==> src/rtl/loader_pkg.sv <==
// rtl/loader_pkg.sv - shared loader FSM states, sync byte and baud divisor helper
package loader_pkg;

  typedef enum logic [2:0] {IDLE, LEN_HI, LEN_LO, DATA_HI, DATA_LO, CHECK} loader_state_t;

  localparam logic [7:0] SYNC_BYTE = 8'hA5;

  function automatic int clks_per_bit(input int clk_freq, input int baud);
    return clk_freq / baud;
  endfunction

endpackage

==> src/rtl/uart_rx.sv <==
// rtl/uart_rx.sv - 8N1 receiver: 2-flop synchroniser, mid-start recheck, framing check
module uart_rx #(
  parameter int CLKS_PER_BIT = 434
) (
  input  logic       CLK_50,
  input  logic       resetN,
  input  logic       rx,
  output logic       byte_valid,
  output logic [7:0] byte_data,
  output logic       frame_err
);

  typedef enum logic [1:0] {RX_IDLE, RX_START, RX_DATA, RX_STOP} rx_state_t;
  localparam int CW = $clog2(CLKS_PER_BIT);

  rx_state_t     state, state_d;
  logic          rx_meta, rx_sync, rx_prev;
  logic [CW-1:0] baud_cnt;
  logic [2:0]    bit_cnt;
  logic [7:0]    shreg;
  logic          half_tick, bit_tick;

  assign half_tick = (baud_cnt == CW'(CLKS_PER_BIT / 2 - 1));
  assign bit_tick  = (baud_cnt == CW'(CLKS_PER_BIT - 1));

  always_ff @(posedge CLK_50 or negedge resetN) begin
    if (!resetN) state <= RX_IDLE;
    else         state <= state_d;
  end

  always_comb begin
    state_d = state;
    case (state)
      RX_IDLE:  if (rx_prev && !rx_sync) state_d = RX_START;
      RX_START: if (half_tick) state_d = rx_sync ? RX_IDLE : RX_DATA;
      RX_DATA:  if (bit_tick && bit_cnt == 3'd7) state_d = RX_STOP;
      RX_STOP:  if (bit_tick) state_d = RX_IDLE;
      default:  state_d = RX_IDLE;
    endcase
  end

  // Baud counter restarts on every state change so sampling stays centred on the start bit.
  always_ff @(posedge CLK_50 or negedge resetN) begin
    if (!resetN) begin
      rx_meta  <= 1'b1;
      rx_sync  <= 1'b1;
      rx_prev  <= 1'b1;
      baud_cnt <= '0;
      bit_cnt  <= '0;
      shreg    <= '0;
    end else begin
      rx_meta <= rx;
      rx_sync <= rx_meta;
      rx_prev <= rx_sync;
      if (state == RX_IDLE || state != state_d || bit_tick) baud_cnt <= '0;
      else                                                  baud_cnt <= baud_cnt + CW'(1);
      if (state == RX_DATA && bit_tick) begin
        shreg   <= {rx_sync, shreg[7:1]};
        bit_cnt <= bit_cnt + 3'd1;
      end
    end
  end

  always_comb begin
    byte_valid = 1'b0;
    frame_err  = 1'b0;
    if (state == RX_STOP && bit_tick) begin
      byte_valid = rx_sync;
      frame_err  = !rx_sync;
    end
  end

  assign byte_data = shreg;

endmodule

==> src/rtl/uart_ram_loader.sv <==
// rtl/uart_ram_loader.sv - UART framed image loader into RAM, holding the CPU in reset meanwhile
// Define LOADER_TIMEOUT_EN to abort a frame after TIMEOUT_CYCLES without a received byte.
module uart_ram_loader
  import loader_pkg::*;
#(
  parameter int CLK_FREQ       = 50_000_000,
  parameter int BAUD           = 115200,
  parameter int DATA_WIDTH     = 16,
  parameter int ADDR_WIDTH     = 12,
  parameter int LOAD_BASE      = 0,
  parameter int TIMEOUT_CYCLES = 5_000_000
) (
  input  logic                  CLK_50,
  input  logic                  resetN,
  input  logic                  uart_rx,
  output logic                  ram_we,
  output logic [ADDR_WIDTH-1:0] ram_addr,
  output logic [DATA_WIDTH-1:0] ram_wdata,
  output logic                  cpu_hold,
  output logic                  load_done,
  output logic                  load_err
);

  localparam int CLKS_PER_BIT = clks_per_bit(CLK_FREQ, BAUD);
  localparam int unsigned MAX_WORDS = 1 << ADDR_WIDTH;

  loader_state_t state, state_d;
  logic          byte_valid, frame_err, timeout;
  logic [7:0]    byte_data, len_hi_q, hi_q, checksum;
  logic [15:0]   remaining, len_word;
  logic          len_bad;
  logic          start_frame, take_len, start_data, take_hi, take_lo, frame_ok, set_err;

  uart_rx #(.CLKS_PER_BIT(CLKS_PER_BIT)) u_rx (
    .CLK_50     (CLK_50),
    .resetN     (resetN),
    .rx         (uart_rx),
    .byte_valid (byte_valid),
    .byte_data  (byte_data),
    .frame_err  (frame_err)
  );

  assign len_word = {len_hi_q, byte_data};
  assign len_bad  = (len_word == 16'd0) || (32'(len_word) > MAX_WORDS);

`ifdef LOADER_TIMEOUT_EN
  logic [31:0] gap_cnt;

  always_ff @(posedge CLK_50 or negedge resetN) begin
    if (!resetN)                          gap_cnt <= '0;
    else if (state == IDLE || byte_valid) gap_cnt <= '0;
    else                                  gap_cnt <= gap_cnt + 32'd1;
  end

  assign timeout = (state != IDLE) && (gap_cnt >= 32'(TIMEOUT_CYCLES));
`else
  // No gap timer: only a negative (illegal) TIMEOUT_CYCLES could make this true.
  assign timeout = (TIMEOUT_CYCLES < 0);
`endif

  always_ff @(posedge CLK_50 or negedge resetN) begin
    if (!resetN) state <= IDLE;
    else         state <= state_d;
  end

  always_comb begin
    state_d = state;
    if (state != IDLE && (frame_err || timeout)) begin
      state_d = IDLE;
    end else if (byte_valid) begin
      case (state)
        IDLE:    if (byte_data == SYNC_BYTE) state_d = LEN_HI;
        LEN_HI:  state_d = LEN_LO;
        LEN_LO:  state_d = len_bad ? IDLE : DATA_HI;
        DATA_HI: state_d = DATA_LO;
        DATA_LO: state_d = (remaining == 16'd1) ? CHECK : DATA_HI;
        CHECK:   state_d = IDLE;
        default: state_d = IDLE;
      endcase
    end
  end

  always_comb begin
    start_frame = 1'b0;
    take_len    = 1'b0;
    start_data  = 1'b0;
    take_hi     = 1'b0;
    take_lo     = 1'b0;
    frame_ok    = 1'b0;
    set_err     = 1'b0;
    if (state != IDLE && (frame_err || timeout)) begin
      set_err = 1'b1;
    end else if (byte_valid) begin
      case (state)
        IDLE:    start_frame = (byte_data == SYNC_BYTE);
        LEN_HI:  take_len = 1'b1;
        LEN_LO:  begin
          set_err    = len_bad;
          start_data = !len_bad;
        end
        DATA_HI: take_hi = 1'b1;
        DATA_LO: take_lo = 1'b1;
        CHECK:   begin
          frame_ok = (byte_data == checksum);
          set_err  = (byte_data != checksum);
        end
        default: ;
      endcase
    end
  end

  // cpu_hold is only ever cleared by a verified checksum; every error path leaves it set.
  always_ff @(posedge CLK_50 or negedge resetN) begin
    if (!resetN) begin
      ram_we    <= 1'b0;
      ram_addr  <= '0;
      ram_wdata <= '0;
      cpu_hold  <= 1'b0;
      load_done <= 1'b0;
      load_err  <= 1'b0;
      len_hi_q  <= '0;
      hi_q      <= '0;
      checksum  <= '0;
      remaining <= '0;
    end else begin
      ram_we    <= take_lo;
      load_done <= frame_ok;
      if (ram_we) ram_addr <= ram_addr + 1'b1;
      if (start_frame) begin
        cpu_hold <= 1'b1;
        load_err <= 1'b0;
      end
      if (set_err)  load_err <= 1'b1;
      if (frame_ok) cpu_hold <= 1'b0;
      if (take_len) len_hi_q <= byte_data;
      if (start_data) begin
        ram_addr  <= ADDR_WIDTH'(LOAD_BASE);
        checksum  <= '0;
        remaining <= len_word;
      end
      if (take_hi) begin
        hi_q     <= byte_data;
        checksum <= checksum ^ byte_data;
      end
      if (take_lo) begin
        ram_wdata <= DATA_WIDTH'({hi_q, byte_data});
        checksum  <= checksum ^ byte_data;
        remaining <= remaining - 16'd1;
      end
    end
  end

endmodule

==> config.mk <==
export PLATFORM = sky130hd
export DESIGN_NAME = uart_ram_loader
export DESIGN_NICKNAME = d
export VERILOG_FILES = /design/src/rtl/loader_pkg.sv /design/src/rtl/uart_rx.sv /design/src/rtl/uart_ram_loader.sv
export SDC_FILE = /design/constraint.sdc
export NUM_CORES = 1
export LEC_CHECK = 0
export CORE_MARGIN = 4
export CORE_UTILIZATION = 40
export CTS_CLUSTER_DIAMETER = 200
export CTS_CLUSTER_SIZE = 24
export DETAILED_ROUTE_END_ITERATION = 10
export GPL_TIMING_DRIVEN = 0
export PLACE_DENSITY_LB_ADDON = 0.3
export SLEW_MARGIN = 20
export SYNTH_ARGS = -nofsm -noshare
export SYNTH_HDL_FRONTEND = slang
export SYNTH_SLANG_ARGS = --single-unit
==> constraint.sdc <==
create_clock -name CLK_50 -period 3.45 [get_ports CLK_50]
set_clock_uncertainty 0.2 [all_clocks]
set_input_delay 0.69 -clock CLK_50 [delete_from_list [all_inputs] [get_ports CLK_50]]
set_output_delay 0.69 -clock CLK_50 [all_outputs]
set_load 0.005 [all_outputs]
# ---- After elaboration in Yosys (flattened, before gate mapping)
# Cells that the tools add are included.
dict set report totals {
  regBits 100
  output_inout_bits 32
}
dict set report op_classes {
  n_addsub 4
  magnitude_cmp 1
  eq_ne 17
  mux 47
  bitwise_logic 1
  reduce_logical 21
}
# cell count
set ops {}
lappend ops {{16-bit two-way mux} 2}
lappend ops {{1-bit two-way mux} 26}
lappend ops {{12-bit two-way mux} 2}
lappend ops {{8-bit two-way mux} 3}
lappend ops {{16-bit by 1-bit equality test with 1-bit output, second input constant} 1}
lappend ops {{16-bit by 13-bit greater-than comparator with 1-bit output, second input constant} 1}
lappend ops {{16-bit zero test} 1}
lappend ops {{16-bit by 1-bit subtractor with 16-bit output, second input constant} 1}
lappend ops {{3-bit one-hot mux with 5 select lines} 1}
lappend ops {{12-bit by 1-bit adder with 12-bit output, second input constant} 1}
lappend ops {{2-bit two-way mux} 6}
lappend ops {{3-bit two-way mux} 4}
lappend ops {{2-bit nonzero test} 5}
lappend ops {{9-bit by 1-bit adder with 9-bit output, second input constant} 1}
lappend ops {{3-bit equality test, second input constant} 3}
lappend ops {{9-bit by 8-bit equality test with 1-bit output, second input constant} 1}
lappend ops {{9-bit equality test, second input constant} 1}
lappend ops {{9-bit two-way mux} 1}
lappend ops {{8-bit equality test} 1}
lappend ops {{8-bit equality test, second input constant} 1}
lappend ops {{8-bit inequality test} 1}
lappend ops {{2-bit one-hot mux with 4 select lines} 1}
lappend ops {{8-bit bitwise XOR} 1}
lappend ops {{3-bit by 2-bit equality test with 1-bit output, second input constant} 2}
lappend ops {{14 further kinds} 23}

# ---- Logic depth before layout (Yosys ltp)
# Gate-level depths: netlist of the first run.
dict set report logic_depth {
  ltp_word 9
  mapped_depth 9
  mapped_depth_nobuf 7
}

# ---- Cells and area by module
# Synthesis of the first run repeated with hierarchy kept, for this count alone.
dict set report hier_totals {
  cells_unflattened 466
  area_unflattened_um2 4842.1
}
# mod instances cells_each area_per_inst_um2 seq_area_each_um2
set modules_own_cells {}
lappend modules_own_cells {uart_ram_loader 1 376 3662.3 1876.8}
lappend modules_own_cells {uart_rx 1 90 1179.9 629.4}

# ---- Least setup slack after synthesis of the first run
# OpenSTA, ideal clock, no wires.
dict set report synth_timing {
  kind {flip-flop to flip-flop}
  start {reg u_rx.baud_cnt[1]}
  end {reg u_rx.shreg[2], in the netlist u_rx.byte_data[2]}
  setup_ps 125
  arrival_time_ps 2283
  t_required_ps 3125
  slack_ps 842
  stages_incl_launch_ff 9
  period_less_slack_ps 2608
  cell_sequence {dfrtp_1 -> inv_1 -> ha_1 -> nand4b_1 -> or2_2 -> clkbuf_1 -> nor3b_2 -> buf_2 -> mux2_2}
}
dict set report synth_via {
  elab_chain_cells 2
}
# element line
set synth_rtl {}
lappend synth_rtl {{start: declaration} uart_rx.sv:18} ;# logic [CW-1:0] baud_cnt;
lappend synth_rtl {{start signal: assignment} uart_rx.sv:56} ;# else baud_cnt <= baud_cnt + CW'(1);
lappend synth_rtl {{9-bit equality test} uart_rx.sv:24} ;# assign bit_tick = (baud_cnt == CW'(CLKS_PER_BIT - 1));
lappend synth_rtl {{1-bit logical AND} uart_rx.sv:57} ;# if (state == RX_DATA && bit_tick) begin
lappend synth_rtl {{end signal: assignment} uart_rx.sv:58} ;# shreg <= {rx_sync, shreg[7:1]};
lappend synth_rtl {{end: declaration} uart_rx.sv:20} ;# logic [7:0] shreg;
# Every way passes these cells.
# A chain may end at the register's enable or synchronous reset.

# ---- Worst setup path after layout of the first run
dict set report layout_timing {
  start {reg u_rx.baud_cnt[1]}
  end {reg u_rx.shreg[5], in the netlist u_rx.byte_data[5]}
}
# The elaborated chain is that of the path after synthesis.

==> results.rst, run 1 <==
.. list-table::
   :header-rows: 1

   * - Metric
     - Value
   * - Number of global-route vias before repair
     - 3,623
   * - Critical path class
     - reg2reg
   * - Library cell occupying the most area in the post-synthesis netlist
     - sky130_fd_sc_hd__dfrtp_1
   * - Static leakage
     - 2.744 nW
   * - Width of the chip
     - 118.8 um
   * - Dominant cells by area after synthesis
     - sky130_fd_sc_hd__dfrtp_1 49%, sky130_fd_sc_hd__nand2_1 5.6%, sky130_fd_sc_hd__mux2_2 4.8%
   * - Wire length of the first global-routing pass
     - 18.14 mm
   * - Layout cells sized above 1
     - 13.48%
   * - Post-route DRC
     - 0
   * - Wire length reported by the detailed router
     - 10.83 mm
   * - Total global routing overflow
     - 0
   * - Status
     - completed
   * - Largest buffer count on any clock path
     - 2
   * - RePlAce Congestion
     - 0.8395
   * - Iter 0 DRT Violations
     - 254
   * - Aggregate global-route resource usage
     - 15.74%
   * - Number of unique standard cell types used by synthesis
     - 67
   * - Number of CTS-inserted buffers
     - 9
   * - Synth warnings
     - 0
   * - Number of max-capacitance violations reported
     - 0
   * - Unrepaired setup endpoints after global routing
     - no
   * - Number of nets in the layout
     - 540
   * - Floorplan Core Area
     - 0.01201 mm^2
   * - Count of antenna-violating nets left after detailed routing
     - 0
   * - Transition time at the pin with the least slew margin
     - 891.8 ps
   * - Starting utilization of the core area
     - 40.86%
   * - Final non-filler cell area
     - 0.005768 mm^2
   * - Max-Slew Margin vs Limit
     - 40.43%
   * - Tmin final
     - 3161 ps
   * - Number of synthesized flops with an enable pin
     - 0
   * - Setup Viol. Count Final
     - 0
   * - TritonCTS clock tree
     - yes
   * - Share of synthesized area occupied by flip-flops and latches
     - 51.06%
   * - Clk pin slew, worst setup/hold paths
     - 80 ps
   * - Number of input and output port buffers inserted
     - 34
   * - Data arrival time at the worst-slack endpoint
     - 3200 ps
   * - CTS sink cnt
     - 100
   * - DR vias
     - 3,732
   * - Area growth, synth to finish
     - 17.51%
   * - H-tree Lvls
     - 3
   * - Critical path launch point type
     - flop
   * - Power density over the cells
     - 408.7 mW/mm^2
   * - Antenna fix cells
     - 0
   * - Maximum number of pins on one net before global-route repair
     - 61
   * - Commonest cells post-synth
     - 97 x sky130_fd_sc_hd__dfrtp_1, 73 x sky130_fd_sc_hd__nand2_1, 44 x sky130_fd_sc_hd__nor2_1
   * - Final Instance Count excl. Fillers
     - 681
   * - Die area
     - 0.01411 mm^2
   * - Number of instances in the placed design
     - 665
   * - Final max-slew violation count
     - 0
   * - Leading register cell type out of synthesis
     - sky130_fd_sc_hd__dfrtp_1
   * - Mapped Area
     - 0.004908 mm^2
   * - Worst-path fanout max
     - 10
   * - Total power
     - 2.358 mW
   * - Final Hold Vio Count
     - 0
   * - Setup Buffers After CTS
     - 0
   * - Root cell of the clock tree
     - sky130_fd_sc_hd__clkbuf_16
   * - Mapped Nets
     - 494
   * - Cell with the most instances after synthesis
     - sky130_fd_sc_hd__dfrtp_1
   * - Top-Level Pins
     - 35
   * - Aggregate negative setup slack
     - 0 ps
   * - Post-synth top area share
     - 49.45%
   * - Via-to-Cell Ratio
     - 5.480
   * - Peak VDD IR
     - 0.0001810 V
   * - Required time of the critical path
     - 3490 ps
   * - Instance area after placement
     - 0.005461 mm^2
   * - Util after Layout
     - 48.02%
   * - Endpoint kind of the worst setup timing path
     - flop
   * - Count of mapped cells out of synthesis
     - 483
   * - Mapped Avg Cell Area
     - 10.16 um^2
   * - Std-Cell Rows
     - 40
   * - Worst-Skew Late Latency
     - 350 ps
   * - Fill count
     - 1,112
   * - Final period utilization
     - 91.63%
   * - Async S/R FF share, synth
     - 100.0%
   * - Register bit total from synthesis
     - 100
   * - HPWL after detailed placement
     - 7.615 mm
   * - Router iterations before antenna repair
     - 7
   * - Initial antenna violation count
     - 0
   * - F_max
     - 0.3163 GHz
   * - Average wire length per cell after detail routing
     - 15.91 um
   * - Height of the die
     - 118.8 um
   * - HP Class
     - in2async
[stage by stage]
stage | hold WS [ps] | setup WS, ps
2_1_floorplan | 145.2 | 841.9
3_3_place_gp | 148.1 | -2252
3_5_place_dp | 149.0 | 219.3
4_1_cts | 56.98 | 203.0
5_1_grt | 70.20 | 59.79
6_report | 44.93 | 288.9
[critical path, stage by stage, from the launching register on]
cell	delay, ps
sky130_fd_sc_hd__dfrtp_1	400
sky130_fd_sc_hd__inv_1	90
sky130_fd_sc_hd__ha_1	170
sky130_fd_sc_hd__nand4b_1	460
sky130_fd_sc_hd__or2_2	470
sky130_fd_sc_hd__clkbuf_1	230
sky130_fd_sc_hd__nor3b_4	330
sky130_fd_sc_hd__buf_2	320
sky130_fd_sc_hd__mux2_2	360
[cells in the final DEF, fill, tap and decap left out, drive strengths merged, types with 7 or more instances in the layout]
cell type	Yosys	routed
dfrtp	97	97
nand2	73	73
nor2	45	45
clkdlybuf4s50	0	33
o21ai	32	32
mux2	21	21
clkbuf	11	20
xor2	18	18
nand3	18	18
inv	15	18
buf	14	16
nor3	14	14
a21oi	9	9
or4	9	9
xnor2	8	8
ha	8	8
nor4	8	8
and3	7	7
nand4	7	7
[path summary, 6_finish.rpt]
check	start	cells past startpoint	end	slack [ps]
max	u_rx.baud_cnt[1]	8	u_rx.byte_data[5]	290
min	resetN	1	ram_wdata[13]	40
max reg2reg	u_rx.baud_cnt[1]	8	u_rx.byte_data[5]	290
min reg2reg	u_rx.rx_meta	0	u_rx.rx_sync	160
max in group asynchronous	resetN	2	u_rx.rx_prev	2330
min in group CLK_50	u_rx.rx_meta	0	u_rx.rx_sync	160
[layout make-up]
| class | instances | area (um^2) | area share (%) |
|---|---|---|---|
| sequential | 100 | 2506 | 43.45 |
| timing repair buffer | 35 | 369.1 | 6.399 |
| tap | 147 | 183.9 | 3.189 |
| inverter | 15 | 56.30 | 0.9761 |
| clock inverter | 7 | 70.07 | 1.215 |
| buffer | 25 | 127.6 | 2.213 |
| multi-input combinational | 343 | 2230 | 38.66 |
| clock buffer | 9 | 225.2 | 3.905 |
[registers in the layout, summed over array words and instances (netlist names), 2 cells and up]
signal,flops
u_rx.baud_cnt,9
hi_q,8
len_hi_q,8
ram_addr,12
remaining,16
u_rx.bit_cnt,3
checksum,8
u_rx.state,2
state,3
ram_wdata,16
u_rx.byte_data,8
[what timing repair did]
| item | 4_1_cts | 5_1_grt |
|---|---|---|
| setup endpoints to repair | 0 | 8 |
| resized for setup | 0 | 2 |
| hold buffers | 0 | 0 |
[where the power goes]
group	leakage, nW	total (mW)	internal [mW]	switching [mW]
Clock	0.147	0.993	0.510	0.484
Sequential	1.38	1.24	1.20	0.0368
Combinational	1.22	0.124	0.0523	0.0713
Total	2.74	2.36	1.77	0.592
[per-layer routing]
layer / global-route usage [%] / vias up / wire length [um]
met5: 0 / - / 0
met2: 24.90 / 88 / 5091
met4: 5.214 / 0 / 187
li1: - / 1793 / -
met3: 3.254 / 17 / 441
met1: 21.60 / 1834 / 5111
[kinds of logic (layout without fill, tap and decap cells)]
family | after synthesis | in the layout | share of synthesized area, %
DFF | 100 | 100 | 51.06
adders and majority gates | 8 | 8 | 2.039
AOI/OAI and AO/OA | 78 | 78 | 11.39
buffers and inverters | 40 | 91 | 3.747
and+or+nand+nor | 205 | 205 | 21.29
muxes | 26 | 26 | 5.837
xor gates and xnor gates | 26 | 26 | 4.639
No activity file was read; power rests on OpenSTA's default activity.
==> run 2, diff against run 1 <==
--- a/config.mk
+++ b/config.mk
@@ -5,14 +5,13 @@
 export SDC_FILE = /design/constraint.sdc
 export NUM_CORES = 1
 export LEC_CHECK = 0
-export CORE_MARGIN = 4
+export CORE_ASPECT_RATIO = 1.2
 export CORE_UTILIZATION = 40
 export CTS_CLUSTER_DIAMETER = 200
 export CTS_CLUSTER_SIZE = 24
 export DETAILED_ROUTE_END_ITERATION = 10
 export GPL_TIMING_DRIVEN = 0
 export PLACE_DENSITY_LB_ADDON = 0.3
-export SLEW_MARGIN = 20
 export SYNTH_ARGS = -nofsm -noshare
 export SYNTH_HDL_FRONTEND = slang
 export SYNTH_SLANG_ARGS = --single-unit
==> run 2 against run 1 <==
Compared with the run above:
- sequential cell count is the same
- final cell count is 1.2% higher
- combinational power shrank 6%
- largest cell class unchanged
- highest routed layer unchanged
- critical path depth fell by 1
- via count grew 1.6%
==> results.rst, run 2 (same netlist as run 1, synthesis figures left out) <==
.. list-table::
   :header-rows: 1

   * - Metric
     - Value
   * - Status
     - completed
   * - Worst-Skew Late Latency
     - 340 ps (about the same)
   * - Via-to-Cell Ratio
     - 5.505 (+0.45%)
   * - Transition time at the pin with the least slew margin
     - 1025 ps (+133.4 ps)
   * - Number of nets in the layout
     - 540 (unchanged)
   * - Number of input and output port buffers inserted
     - 34 (unchanged)
   * - Number of max-capacitance violations reported
     - 0 (unchanged)
   * - Switching power share of the total
     - 22.49% (-2.6 points)
   * - RePlAce Congestion
     - 0.8586 (+2.3%)
   * - Count of antenna-violating nets left after detailed routing
     - 0 (unchanged)
   * - Std-Cell Rows
     - 43 (+7.5%)
   * - TritonCTS clock tree
     - yes
   * - DR vias
     - 3,793 (+1.6%)
   * - Width of the chip
     - 103.1 um (-13%)
   * - Endpoint kind of the worst setup timing path
     - flop
   * - Largest buffer count on any clock path
     - 2 (unchanged)
   * - Post-cts hold buffer count
     - 0 (unchanged)
   * - Share of total power in combinational logic
     - 5.0% (-0.2 points)
   * - Total power
     - 2.336 mW (-0.92%)
   * - H-tree Lvls
     - 3 (unchanged)
   * - Combined buffer and inverter count along the critical path
     - 1 (-2)
   * - Antenna fix cells
     - 0 (unchanged)
   * - Aggregate global-route resource usage
     - 18.35% (+2.6 points)
   * - Number of CTS-inserted buffers
     - 9 (unchanged)
   * - Met2 Use GR
     - 29.33% (+4.4 points)
   * - Peak VDD IR
     - 0.0001811 V (about the same)
   * - Die area
     - 0.01272 mm^2 (-9.8%)
   * - Top-Level Pins
     - 35 (unchanged)
   * - Internal cell power
     - 1.811 mW (+2.5%)
   * - Leading registers by flop count
     - ram_wdata x16, remaining x16, ram_addr x12
   * - CTS sink cnt
     - 100 (unchanged)
   * - Static leakage
     - 2.714 nW (-1.1%)
   * - Worst Setup Slack post-DPL
     - 282.4 ps (+63.09 ps)
   * - Sequential share of power
     - 53.1% (+0.5 points)
   * - Met1 demand-to-capacity share in global routing
     - 24.19% (+2.6 points)
   * - Commonest cells after routing, fill and taps aside
     - 97 x sky130_fd_sc_hd__dfrtp_1, 73 x sky130_fd_sc_hd__nand2_1, 44 x sky130_fd_sc_hd__nor2_1
   * - Final non-filler cell area
     - 0.005751 mm^2 (-0.30%)
   * - Critical path class
     - reg2reg
   * - Root cell of the clock tree
     - sky130_fd_sc_hd__clkbuf_16
   * - Wire length reported by the detailed router
     - 10.77 mm (-0.54%)
   * - Setup Buffers After CTS
     - 0 (unchanged)
   * - Wire length of the first global-routing pass
     - 17.86 mm (-1.5%)
   * - Cell class contributing the biggest share of worst-path delay
     - simple AND/OR/NAND/NOR gates
   * - Clk pwr share
     - 41.9% (-0.2 points)
   * - Most common cell after layout, fill and taps aside
     - sky130_fd_sc_hd__dfrtp_1
   * - Final period utilization
     - 93.57% (+1.9 points)
   * - Post-layout worst setup margin
     - 221.7 ps (-67.15 ps)
   * - Floorplan Core Area
     - 0.01178 mm^2 (-1.9%)
   * - Data arrival time at the worst-slack endpoint
     - 3260 ps (+60 ps)
   * - Number of global-route vias before repair
     - 3,722 (+2.7%)
   * - HPWL after detailed placement
     - 7.606 mm (-0.12%)
   * - F_max
     - 0.3098 GHz (-2.1%)
   * - Total global routing overflow
     - 0 (unchanged)
   * - Maximum number of pins on one net before global-route repair
     - 59 (-3.3%)
   * - Standard cell with the maximum stage delay on the critical path
     - sky130_fd_sc_hd__nor3_1
   * - Layout cells sized above 1
     - 12.78% (-0.70 points)
   * - Height of the die
     - 123.4 um (+3.9%)
   * - Setup Viol. Count Final
     - 0 (unchanged)
   * - Worst slack on hold paths
     - 144.1 ps (+99.20 ps)
   * - Resized Gates After CTS
     - 0 (unchanged)
   * - Starting utilization of the core area
     - 41.66% (+0.79 points)
   * - Required time of the critical path
     - 3480 ps (about the same)
   * - Critical path launch point type
     - flop
   * - Max-Slew Margin vs Limit
     - 31.52% (-8.9 points)
   * - Post-route DRC
     - 0 (unchanged)
   * - HP Class
     - in2async
   * - Unrepaired setup endpoints after global routing
     - no
   * - Area growth, synth to finish
     - 17.16%
   * - Initial antenna violation count
     - 0 (unchanged)
   * - Number of instances in the placed design
     - 675 (+1.5%)
   * - Router iterations before antenna repair
     - 4 (-3)
   * - Power density over the cells
     - 406.2 mW/mm^2 (-0.62%)
   * - Average wire length per cell after detail routing
     - 15.64 um (-1.7%)
   * - CP Cell Sequence
     - inv_1, ha_1, nand4b_1, nor3_1, a22oi_1, nor2_2, mux2_2
   * - Final max-slew violation count
     - 0 (unchanged)
   * - Final Hold Vio Count
     - 0 (unchanged)
   * - Most Used Layer, Global Route
     - met2
   * - NetSw
     - 525.3 uW (-11%)
   * - GRT met3 Usage
     - 2.657% (-0.60 points)
   * - Delay of the slowest critical-path stage
     - 820 ps (+350 ps)
   * - Instance area after placement
     - 0.005470 mm^2 (+0.16%)
   * - Final Instance Count excl. Fillers
     - 689 (+1.2%)
   * - Clk pin slew, worst setup/hold paths
     - 60 ps (-20 ps)
   * - Iter 0 DRT Violations
     - 197 (-22%)
   * - Worst-path fanout max
     - 10 (unchanged)
   * - Tmin final
     - 3228 ps (+67.15 ps)
==> run 2: cell types whose count changed in the layout (fill, tap and decap cells not counted), sizes merged <==
cell,change
clkinv,-3
clkinvlp,+1
bufinv,+1
clkbuf,+1
inv,-2
==> run 2: area by class of cell <==
class / count / area (um^2)
Tap cell: 157 / 196.4
Clock inverter: 4 / 51.30
Multi-Input combinational cell: 343 / 2218
Buffer: 25 / 127.6
Sequential cell: 100 / 2506
Timing Repair Buffer: 35 / 365.4
Inverter: 15 / 56.30
Clock buffer: 10 / 229.0
Fill cell: 1094 / 6032
==> run 2: metal layers <==
layer | share of wire [%] | vias to the layer above
met3 | 3.6 | 26
met1 | 46 | 1875
met5 | 0 | -
li1 | - | 1794
met2 | 48 | 98
met4 | 3.0 | 0
==> run 2: worst paths after layout <==
path / startpoint / endpoint / slack, ps / cells after the start
worst max-delay path: u_rx.baud_cnt[1] / hi_q[4] / 220 / 7
worst min-delay path: resetN / u_rx.baud_cnt[2] / 140 / 1
worst max register to register: u_rx.baud_cnt[1] / hi_q[4] / 220 / 7
worst min register to register: u_rx.rx_meta / u_rx.rx_sync / 150 / 0
max in group asynchronous: resetN / u_rx.byte_data[1] / 2240 / 2
min in group CLK_50: u_rx.rx_meta / u_rx.rx_sync / 150 / 0
==> run 2: through the flow <==
step	util, %	TNS [ps]
floorplan	-	0
CTS	48.81	0
global placement	46.21	-218580
global route	48.81	0
finish	48.81	0
detailed placement	46.43	0
==> run 2: power groups by stage <==
stage	Clock, mW	Combinational [mW]	Sequential (mW)
after floorplan	0	0.0776	1.25
after global placement	0	0.115	1.26
after detailed placement	0	0.121	1.26
after CTS	1.01	0.121	1.24
after global routing	1.05	0.139	1.24
final	0.979	0.117	1.24
==> run 3, diff against run 2 <==
--- a/config.mk
+++ b/config.mk
@@ -6,6 +6,7 @@
 export NUM_CORES = 1
 export LEC_CHECK = 0
 export CORE_ASPECT_RATIO = 1.2
+export CORE_MARGIN = 2
 export CORE_UTILIZATION = 40
 export CTS_CLUSTER_DIAMETER = 200
 export CTS_CLUSTER_SIZE = 24
==> run 3 against run 2 <==
Compared with the run above:
- power rose by 1.5%
- first-iteration DRC count fell by 8.1%
- count of clock-buffer cells in the layout rose by 2
- combinational power about the same
- critical endpoint is now u_rx.byte_data[5]
- largest power group unchanged
==> results.rst, run 3 (same netlist as run 1, synthesis figures left out) <==
.. list-table::
   :header-rows: 1

   * - Metric
     - Value
   * - Status
     - completed
   * - Antenna fix cells
     - 0 (unchanged)
   * - Std-Cell Rows
     - 44 (+2.3%)
   * - Combined buffer and inverter count along the critical path
     - 3 (+2)
   * - TritonCTS clock tree
     - yes
   * - Via-to-Cell Ratio
     - 5.478 (-0.50%)
   * - Area growth, synth to finish
     - 17.49%
   * - Root cell of the clock tree
     - sky130_fd_sc_hd__clkbuf_16
   * - Instance area after placement
     - 0.005475 mm^2 (about the same)
   * - Combined area of the multi-input logic cells
     - 0.002218 mm^2 (unchanged)
   * - Largest buffer count on any clock path
     - 2 (unchanged)
   * - Critical path launch point type
     - flop
   * - Number of nets in the layout
     - 540 (unchanged)
   * - Tmin final
     - 3275 ps (+46.26 ps)
   * - Endpoint kind of the worst setup timing path
     - flop
   * - Die area
     - 0.01318 mm^2 (+3.6%)
   * - Number of input and output port buffers inserted
     - 34 (unchanged)
   * - Util after Layout
     - 47.83% (-0.97 points)
   * - Worst Setup Slack post-DPL
     - 198.5 ps (-83.89 ps)
   * - Final non-filler cell area
     - 0.005767 mm^2 (+0.28%)
   * - Number of CTS-inserted buffers
     - 9 (unchanged)
   * - Delay of the slowest critical-path stage
     - 470 ps (-350 ps)
   * - Final period utilization
     - 94.91% (+1.3 points)
   * - Wire length of the first global-routing pass
     - 19.10 mm (+6.9%)
   * - Aggregate global-route resource usage
     - 17.88% (-0.47 points)
   * - FF-to-FF path depth
     - 8 (+1)
   * - Cell class contributing the biggest share of worst-path delay
     - simple AND/OR/NAND/NOR gates
   * - Number of global-route vias before repair
     - 3,788 (+1.8%)
   * - Total power
     - 2.370 mW (+1.5%)
   * - Power density over the cells
     - 411.0 mW/mm^2 (+1.2%)
   * - DR vias
     - 3,796 (+0.079%)
   * - RR Startpoint
     - u_rx.baud_cnt[1]
   * - Peak VDD IR
     - 0.0001928 V (+6.5%)
   * - Data arrival time at the worst-slack endpoint
     - 3310 ps (+50 ps)
   * - Most common cell after layout, fill and taps aside
     - sky130_fd_sc_hd__dfrtp_1
   * - Average wire length per cell after detail routing
     - 16.04 um (+2.6%)
   * - Worst reg-to-reg setup slack
     - 180 ps (-50 ps)
   * - Critical Path End
     - u_rx.byte_data[5]
   * - Initial antenna violation count
     - 0 (unchanged)
   * - Setup Viol. Count Final
     - 0 (unchanged)
   * - Static leakage
     - 2.724 nW (+0.36%)
   * - HP Class
     - in2async
   * - Top-Level Pins
     - 35 (unchanged)
   * - Post-cts hold buffer count
     - 0 (unchanged)
   * - H-tree Lvls
     - 3 (unchanged)
   * - F_max
     - 0.3054 GHz (-1.4%)
   * - Starting utilization of the core area
     - 40.71% (-0.95 points)
   * - Transition time at the pin with the least slew margin
     - 1038 ps (+12.79 ps)
   * - Floorplan Core Area
     - 0.01206 mm^2 (+2.3%)
   * - Commonest cells after routing, fill and taps aside
     - 97 x sky130_fd_sc_hd__dfrtp_1, 73 x sky130_fd_sc_hd__nand2_1, 44 x sky130_fd_sc_hd__nor2_1
   * - Aggregate negative setup slack
     - 0 ps (unchanged)
   * - Stages on worst setup path
     - 8 (+1)
   * - Final Hold Vio Count
     - 0 (unchanged)
   * - Count of antenna-violating nets left after detailed routing
     - 0 (unchanged)
   * - Resized Gates After CTS
     - 0 (unchanged)
   * - RePlAce Congestion
     - 0.8487 (-1.2%)
   * - Height of the die
     - 125.4 um (+1.6%)
   * - Width of the chip
     - 105.1 um (+1.9%)
   * - Leading registers by flop count
     - ram_wdata x16, remaining x16, ram_addr x12
   * - Wire length reported by the detailed router
     - 11.11 mm (+3.2%)
   * - Setup Buffers After CTS
     - 0 (unchanged)
   * - Required time of the critical path
     - 3480 ps (about the same)
   * - Final max-slew violation count
     - 0 (unchanged)
   * - Maximum number of pins on one net before global-route repair
     - 67 (+14%)
   * - Number of max-capacitance violations reported
     - 0 (unchanged)
   * - Total global routing overflow
     - 0 (unchanged)
   * - HPWL after detailed placement
     - 7.667 mm (+0.80%)
   * - Router iterations before antenna repair
     - 6 (+2)
   * - Worst-path fanout max
     - 10 (unchanged)
   * - Unrepaired setup endpoints after global routing
     - no
   * - Sequential Area
     - 0.002506 mm^2 (unchanged)
   * - Layout cells sized above 1
     - 12.78% (unchanged)
   * - Worst-Skew Late Latency
     - 350 ps (about the same)
   * - Fill count
     - 1,086 (-0.73%)
   * - Worst flop-to-flop path endpoint
     - u_rx.byte_data[5]
   * - Start point of the critical path
     - u_rx.baud_cnt[1]
   * - Max-Slew Margin vs Limit
     - 30.67% (-0.85 points)
   * - Post-route DRC
     - 0 (unchanged)
   * - Critical path class
     - reg2reg
   * - Standard cell with the maximum stage delay on the critical path
     - sky130_fd_sc_hd__nor3b_2
   * - CP Cell Sequence
     - inv_1, ha_1, nand4b_1, or2_2, clkbuf_1, nor3b_2, buf_2, mux2_2
   * - Iter 0 DRT Violations
     - 181 (-8.1%)
   * - CTS sink cnt
     - 100 (unchanged)
   * - Post-layout worst setup margin
     - 175.5 ps (-46.26 ps)
   * - Clk pin slew, worst setup/hold paths
     - 70 ps (about the same)
## run 3: cell types whose count changed in the layout (fill, tap and decap cells not counted)
cell	delta
sky130_fd_sc_hd__clkinvlp_4	-1
sky130_fd_sc_hd__clkbuf_8	+2
sky130_fd_sc_hd__inv_6	-1
## run 3: layout make-up
type,count,share of cell area [%]
buffer,25,2.213
clock buffer,12,4.448
clock inverter,2,0.6075
inverter,15,0.9764
multi-input combinational,343,38.47
sequential,100,43.46
tap,161,3.493
timing repair buffer,35,6.335
## run 3: metal layers
layer  GRT usage, %  vias up  wire length, um
li1               -     1793                -
met4          5.725        0              163
met5              0        -                0
met2          29.11       88             5404
met1          24.29     1897             5118
met3          3.233       18              426
## run 3: per-stage QoR
stage	instances	hold WS [ps]
floorplan	483	145.2
global placement	678	148.1
detailed placement	679	147.5
CTS	693	114.7
global route	693	138.1
finish	693	99.39
## run 3: worst min-delay path by stage
stage,start,end,depth (start not counted)
final,resetN,u_rx.baud_cnt[5],1
after global placement,u_rx.rx_meta,u_rx.rx_sync,0
after detailed placement,u_rx.rx_meta,u_rx.rx_sync,0
after floorplan,u_rx.rx_meta,u_rx.rx_sync,0
after global routing,resetN,u_rx.baud_cnt[5],1
after CTS,resetN,u_rx.baud_cnt[5],1
## run 3: where the power goes
group	total (mW)	switching (mW)	internal (mW)
combinational	0.120	0.0683	0.0514
sequential	1.24	0.0378	1.20
clock	1.01	0.415	0.593
total	2.37	0.521	1.85
